--- src/rtl/fastica_pkg.sv ---
// Shared constants for the normalisation blocks: default fixed-point format,
// row_sumsq FSM encoding and the saturation limit helper.
package fastica_pkg;
  localparam int W_DEF    = 26;
  localparam int FRAC_DEF = 20;

  localparam logic [1:0] ST_IDLE  = 2'd0;
  localparam logic [1:0] ST_ACCUM = 2'd1;
  localparam logic [1:0] ST_DONE  = 2'd2;

  // Largest positive value of a w-bit signed word: 2^(w-1)-1.
  function automatic logic [63:0] sat_max(input int w);
    return (64'd1 << (w - 1)) - 64'd1;
  endfunction
endpackage

--- src/rtl/sq_sat_acc.sv ---
// Squares one signed fixed-point element and adds it to a running sum,
// clamping at the largest positive W-bit value.
module sq_sat_acc
  import fastica_pkg::*;
#(
  parameter int W    = W_DEF,
  parameter int FRAC = FRAC_DEF
) (
  input  logic [W-1:0] data,
  input  logic [W-1:0] acc_in,
  output logic [W-1:0] acc_out
);
  localparam logic signed [2*W-1:0] SAT = (2*W)'(sat_max(W));

  logic signed [2*W-1:0] dx, prod, sq, sum;

  // The square is kept at full width so an oversized element saturates
  // instead of wrapping into a small value.
  always_comb begin
    dx      = {{W{data[W-1]}}, data};
    prod    = dx * dx;
    sq      = prod >>> FRAC;
    sum     = sq + $signed({{W{1'b0}}, acc_in});
    acc_out = (sum > SAT) ? SAT[W-1:0] : sum[W-1:0];
  end
endmodule

--- src/rtl/row_sumsq.sv ---
// Per-row sum of squares of a streamed 4x4 matrix; one shared squaring
// datapath, with the row picked by the upper counter bits.
module row_sumsq
  import fastica_pkg::*;
#(
  parameter int W    = W_DEF,
  parameter int FRAC = FRAC_DEF
) (
  input  logic         clk_norm,
  input  logic         rst_norm_n,
  input  logic         start,
  input  logic         in_valid,
  output logic         in_ready,
  input  logic [W-1:0] in_data,
  output logic [W-1:0] sum1,
  output logic [W-1:0] sum2,
  output logic [W-1:0] sum3,
  output logic [W-1:0] sum4,
  output logic         sums_valid,
  output logic         busy
);
  logic [1:0]   state_q, state_d;
  logic [3:0]   cnt_q, cnt_d;
  logic [W-1:0] acc_q [4];
  logic [W-1:0] acc_d [4];
  logic [W-1:0] sum_q [4];
  logic [W-1:0] sum_d [4];
  logic [W-1:0] acc_new;
  logic         accept;

  assign in_ready   = (state_q == ST_ACCUM);
  assign accept     = in_ready & in_valid;
  assign sums_valid = (state_q == ST_DONE);
  assign busy       = (state_q == ST_ACCUM) | (state_q == ST_DONE);
  assign sum1       = sum_q[0];
  assign sum2       = sum_q[1];
  assign sum3       = sum_q[2];
  assign sum4       = sum_q[3];

  sq_sat_acc #(.W(W), .FRAC(FRAC)) u_sq (
    .data   (in_data),
    .acc_in (acc_q[cnt_q[3:2]]),
    .acc_out(acc_new)
  );

  always_comb begin
    state_d = state_q;
    cnt_d   = cnt_q;
    acc_d   = acc_q;
    sum_d   = sum_q;
    case (state_q)
      ST_IDLE: if (start) begin
        cnt_d   = '0;
        for (int r = 0; r < 4; r++) acc_d[r] = '0;
        state_d = ST_ACCUM;
      end
      ST_ACCUM: if (accept) begin
        acc_d[cnt_q[3:2]] = acc_new;
        cnt_d             = cnt_q + 4'd1;
        // Capture the sums on the final edge so they are stable during the
        // sums_valid cycle.
        if (cnt_q == 4'd15) begin
          state_d = ST_DONE;
          sum_d   = acc_d;
        end
      end
      ST_DONE: state_d = ST_IDLE;
      default: state_d = ST_IDLE;
    endcase
  end

  always_ff @(posedge clk_norm or negedge rst_norm_n) begin
    if (!rst_norm_n) begin
      state_q <= ST_IDLE;
      cnt_q   <= '0;
      for (int r = 0; r < 4; r++) begin
        acc_q[r] <= '0;
        sum_q[r] <= '0;
      end
    end else begin
      state_q <= state_d;
      cnt_q   <= cnt_d;
      acc_q   <= acc_d;
      sum_q   <= sum_d;
    end
  end
endmodule

--- config.mk ---
export PLATFORM = sky130hd
export DESIGN_NAME = row_sumsq
export DESIGN_NICKNAME = d
export VERILOG_FILES = /design/src/rtl/fastica_pkg.sv /design/src/rtl/sq_sat_acc.sv /design/src/rtl/row_sumsq.sv
export SDC_FILE = /design/constraint.sdc
export NUM_CORES = 2
export LEC_CHECK = 0
export ABC_AREA = 1
export ABC_CLOCK_PERIOD_IN_PS = 6700
export CORE_ASPECT_RATIO = 2
export CORE_MARGIN = 2
export CORE_UTILIZATION = 69
export CTS_CLUSTER_SIZE = 16
export DETAILED_ROUTE_END_ITERATION = 10
export PLACE_DENSITY = 0.89
export SYNTH_ARGS = -nofsm -noshare
export SYNTH_HDL_FRONTEND = slang
export SYNTH_HIERARCHICAL = 1
export SYNTH_SLANG_ARGS = --single-unit
--- constraint.sdc ---
create_clock -name clk_norm -period 6.7 [get_ports clk_norm]
set_input_delay 1.005 -clock clk_norm [delete_from_list [all_inputs] [get_ports clk_norm]]
set_output_delay 1.005 -clock clk_norm [all_outputs]
set_load 0.05 [all_outputs]
==> run summary, run 1 <==
Status = stopped before the end
Last step reached = global routing
Err = [ERROR GRT-0116] Global routing finished with congestion. Check the congestion regions in the DRC Viewer.
Number of placement rows = 116
Post-DP HPWL = 91.2 mm
Hold Buf Count CTS = 0
CTS root buf = clkbuf_16
Synthesized flop and latch total = 214
Final Wtd Congestion = 1.02
Die H = 323 microns
Post-Syn Area = 35100 sq um
Syn Inst Count = 4428
H-tree levels = 1
Yosys top cell by area = fa_1
Total gr overflow = 628
Warning count from the yosys run = 6
IO Port Bufs = 136
Die W = 163 microns
Pin count of the biggest net entering global routing = 170
Clock sinks = 214
Number of global-route vias before repair = 47.8k
Placed Area = 40900 sq um
First-pass GRT wire length = 316 mm
Max clock buf depth = 3
GRT Resource Usage Total = 80.7%
Top_reg_cell synth = dfrtp_1
Initial core utilization = 69.9%
Post-synth EDFFs = 0
Mapped Nets = 5304
Yosys top cell area share = 37.4%
Post-synth cell types = 48
Post-synthesis sequential area ratio = 15.3%
Avg Inst Size Synth = 7.93 sq um
Number of I/O pins = 137
TritonCTS Buffers = 17
Async SR Flop Fraction = 100%
Placed Instances = 5549
Main area contributors after synthesis = fa_1 (37%), dfrtp_1 (15%), nand2_1 (14%), inv_1 (12%), ha_1 (6.8%)
==> Yosys cell counts, types with 4 or more instances <==
cell type	n
xor2_1	36
or2_2	7
nor3_1	5
dfrtp_1	214
buf_1	4
inv_1	1159
nand2_1	1292
buf_4	9
nand2_2	39
nand4_1	11
nor2_1	85
buf_2	22
fa_1	656
o2111ai_1	24
o21ai_1	20
clkbuf_1	132
ha_1	190
a31oi_1	6
inv_2	16
o21ai_0	273
nand3_2	4
a21o_1	4
nor2_2	18
o21bai_1	12
xnor2_1	37
a21oi_1	76
nand3_1	43
nor2_4	8
==> per-stage QoR <==
| stage | util, % | hold WS (ns) | setup slack (ns) |
|---|---|---|---|
| floorplan | - | 0.464 | -1.91 |
| global placement | 81.4 | 0.477 | -3.21 |
| detailed placement | 81.4 | 0.481 | -3.55 |
| CTS | 89.0 | 0.460 | -2.30 |
==> repair_timing <==
action / 4_1_cts
pin swaps: 241
gates resized for setup: 637
setup buffers: 120
gates cloned: 25
endpoints found under the setup margin: 208
==> kinds of logic after synthesis <==
group	after synthesis	synth area share [%]
flops	214	15.3
fa+ha+maj	846	44.2
buf+inv	1346	14.7
xor+xnor	73	1.82
compound gates	425	6.60
simple gates	1524	17.4
==> per-layer routing <==
metal / GRT usage (%) / overflow
met2: 97.0 / 372
met1: 77.1 / 18
met5: 40.7 / 3
met3: 66.2 / 13
met4: 85.1 / 222
==> run 2, diff against run 1 <==
CORE_ASPECT_RATIO = not set   (was 2)
CORE_UTILIZATION = 40   (was 69)
CTS_CLUSTER_SIZE = not set   (was 16)
PLACE_DENSITY = not set   (was 0.89)
PLACE_DENSITY_LB_ADDON = 0.15   (was not set)
==> run 2 against run 1 <==
  * The flow now finishes, with violations (negative setup slack)
  * Synthesized cell count stayed put
  * Area after synthesis unchanged
==> run summary, run 2 <==
Die H = 300 microns
Relative slew margins = 6.44%
Initial core utilization = 40.4%
Routed WL = 103 mm
Mapped Nets = 5304
Initial DRC Count = 1540
Syn Inst Count = 4428
RSZ-0062 raised after global routing = true
TritonCTS Buffers = 20
Pin count of the biggest net entering global routing = 144
Number of placement rows = 108
Fmax = 0.113 GHz
Clk pin slew, worst setup/hold paths = 0.07 ns
Latest clock arrival within the worst-skew pair = 0.51 ns
Top-count cell post-synth = nand2_1
Clock sinks = 214
Commonest cells in the netlist = nand2_1 (1292), inv_1 (1159), fa_1 (656)
IO Port Bufs = 136
RR Endpoint = acc_q[6]
Critical Path RT = 7.07 ns
Final WS setup = -2.12 ns
Wire length per cell = 16.5 microns
Total gr overflow = 0
Flip-flop and latch area = 5360 sq um
Core ar. = 86900 sq um
H-tree levels = 1
Post-DP HPWL = 77.5 mm
Commonest non-fill, non-tap cell in the layout = nand2_1
Initial antenna violation count = 0
# diodes = 0
HP Class = in -> async
First-pass GRT wire length = 168 mm
GRT Resource Usage Total = 23.5%
R2R cell count = 25
Max clock buf depth = 3
Fraction of layout cells with a size suffix above 1 = 26.0%
Via count = 29.2k
Max cap viols = 0
TritonCTS clock tree = built
Final Wtd Congestion = 0.852
Filler cells = 8065
Warning count from the yosys run = 6
CP max stage cell = fa_2
Failing checks = negative setup slack
Yosys top cell area share = 37.4%
Status = finished, violations left
Die W = 300 microns
Die Area = 90100 sq um
Avg Inst Size Synth = 7.93 sq um
Router iterations before antenna repair = 5
Yosys top cell by area = fa_1
Final setup TNS = -419.21 ns
Worst-Margin Slew = 1.40 ns
Final Max Slew Viols = 0
Post-Syn Area = 35100 sq um
Worst Clk Skew = 0.00900 ns
Top_reg_cell synth = dfrtp_1
Main area contributors after synthesis = fa_1 (37%), dfrtp_1 (15%), nand2_1 (14%), inv_1 (12%), ha_1 (6.8%)
Crit path kind = in -> reg
Drt drc = 0
Fin. Hold Viols = 0
Flop2flop setup slack = 1.62 ns
Synthesized flop and latch total = 214
Area occupied by multi-input gates = 27000 sq um
CP max FO = 6
NumNets Final = 5979
Reg with most FFs = acc_q
Fin crit share = 132%
Post-synthesis sequential area ratio = 15.3%
R2R Path Start = cnt_q[3]
Clock period minus worst slack = 8.82 ns
Number of I/O pins = 137
DRT antenna net count = 0
Async SR Flop Fraction = 100%
Via density = 4.66
Dpl ws = -3.36 ns
Area grow syn2layout = 33.4%
Most frequent cells in the layout = nand2_1 (1158), inv_1 (1064), fa_1 (614)
CP endpoint kind = flop
Max stage delay on crit path = 0.57 ns
Max reg flops = 104
Number of global-route vias before repair = 31.0k
CTS root buf = clkbuf_16
Post-synth EDFFs = 0
Critical Path AT = 9.19 ns
Post-synth cell types = 48
Final setup violation count = 208
CP Launch Type = input pin
[run 2: worst max-delay path by stage]
stage / depth (start not counted) / startpoint / to
6_report: 48 / in_data[25] / acc_q[6]
3_5_place_dp: 43 / in_data[17] / acc_q[5]
2_1_floorplan: 44 / in_data[25] / acc_q[20]
4_1_cts: 60 / in_data[13] / acc_q[9]
5_1_grt: 47 / in_data[25] / acc_q[87]
3_3_place_gp: 43 / in_data[17] / acc_q[79]
[run 2: final cells by class]
| cell class | instances | share of cell area (%) |
|---|---|---|
| multi-input cells | 2868 | 57.6 |
| repair buffers | 823 | 16.7 |
| flip-flops and latches | 214 | 11.4 |
| inverters | 1176 | 9.64 |
| well taps | 1155 | 3.09 |
| clock buffers | 29 | 1.25 |
| clock inverters | 6 | 0.278 |
[run 2: per-stage QoR]
| stage | hold WS, ns | cells | area, sq um | util [%] |
|---|---|---|---|---|
| finish | 0.445 | 6271 | 46800 | 53.9 |
| detailed placement | 0.482 | 6079 | 41800 | 48.2 |
| CTS | 0.477 | 6239 | 45200 | 52.0 |
| global placement | 0.478 | 6079 | 41800 | 48.2 |
| global route | 0.484 | 6271 | 46800 | 53.9 |
| floorplan | 0.464 | 4428 | 35500 | - |
[run 2: per-layer routing]
layer	track usage [%]	wire, microns	vias up
met5	0	0	-
met4	3.33	1690	0
met3	2.07	3240	104
met2	40.3	50300	426
met1	33.2	48000	14525
li1	-	-	14157
[run 2: worst max-delay path: cells and delay by family]
| family | cells | cell delay (ns) |
|---|---|---|
| AOI/OAI and AO/OA | 4 | 0.40 |
| xor gates and xnor gates | 1 | 0.10 |
| adders and majority gates | 9 | 4.09 |
| buffers and inverters | 14 | 1.51 |
| and+or+nand+nor | 20 | 2.03 |
[run 2: repair_timing]
action / CTS / global route
pin swaps: 185 / 245
setup endpoints to repair: 208 / 208
gates cloned: 18 / 5
gates resized for setup: 467 / 373
setup buffers: 108 / 31
hold buffers: 0 / 0
[run 2: logic make-up (layout without fill, tap and decap cells)]
logic type               Yosys count  in the layout  synth area share (%)
buffers and inverters           1346           2034                  14.7
flip-flops                       214            214                  15.3
AO/OA/AOI/OAI                    425            425                  6.60
XOR/XNOR                          73             73                  1.82
AND/OR/NAND/NOR                 1524           1524                  17.4
adder cells (fa/ha/maj)          846            846                  44.2
Power of run 2 is left out: the tool's default activity adds up to more than one toggle a clock period on the data nets, which glitch-free logic cannot reach.
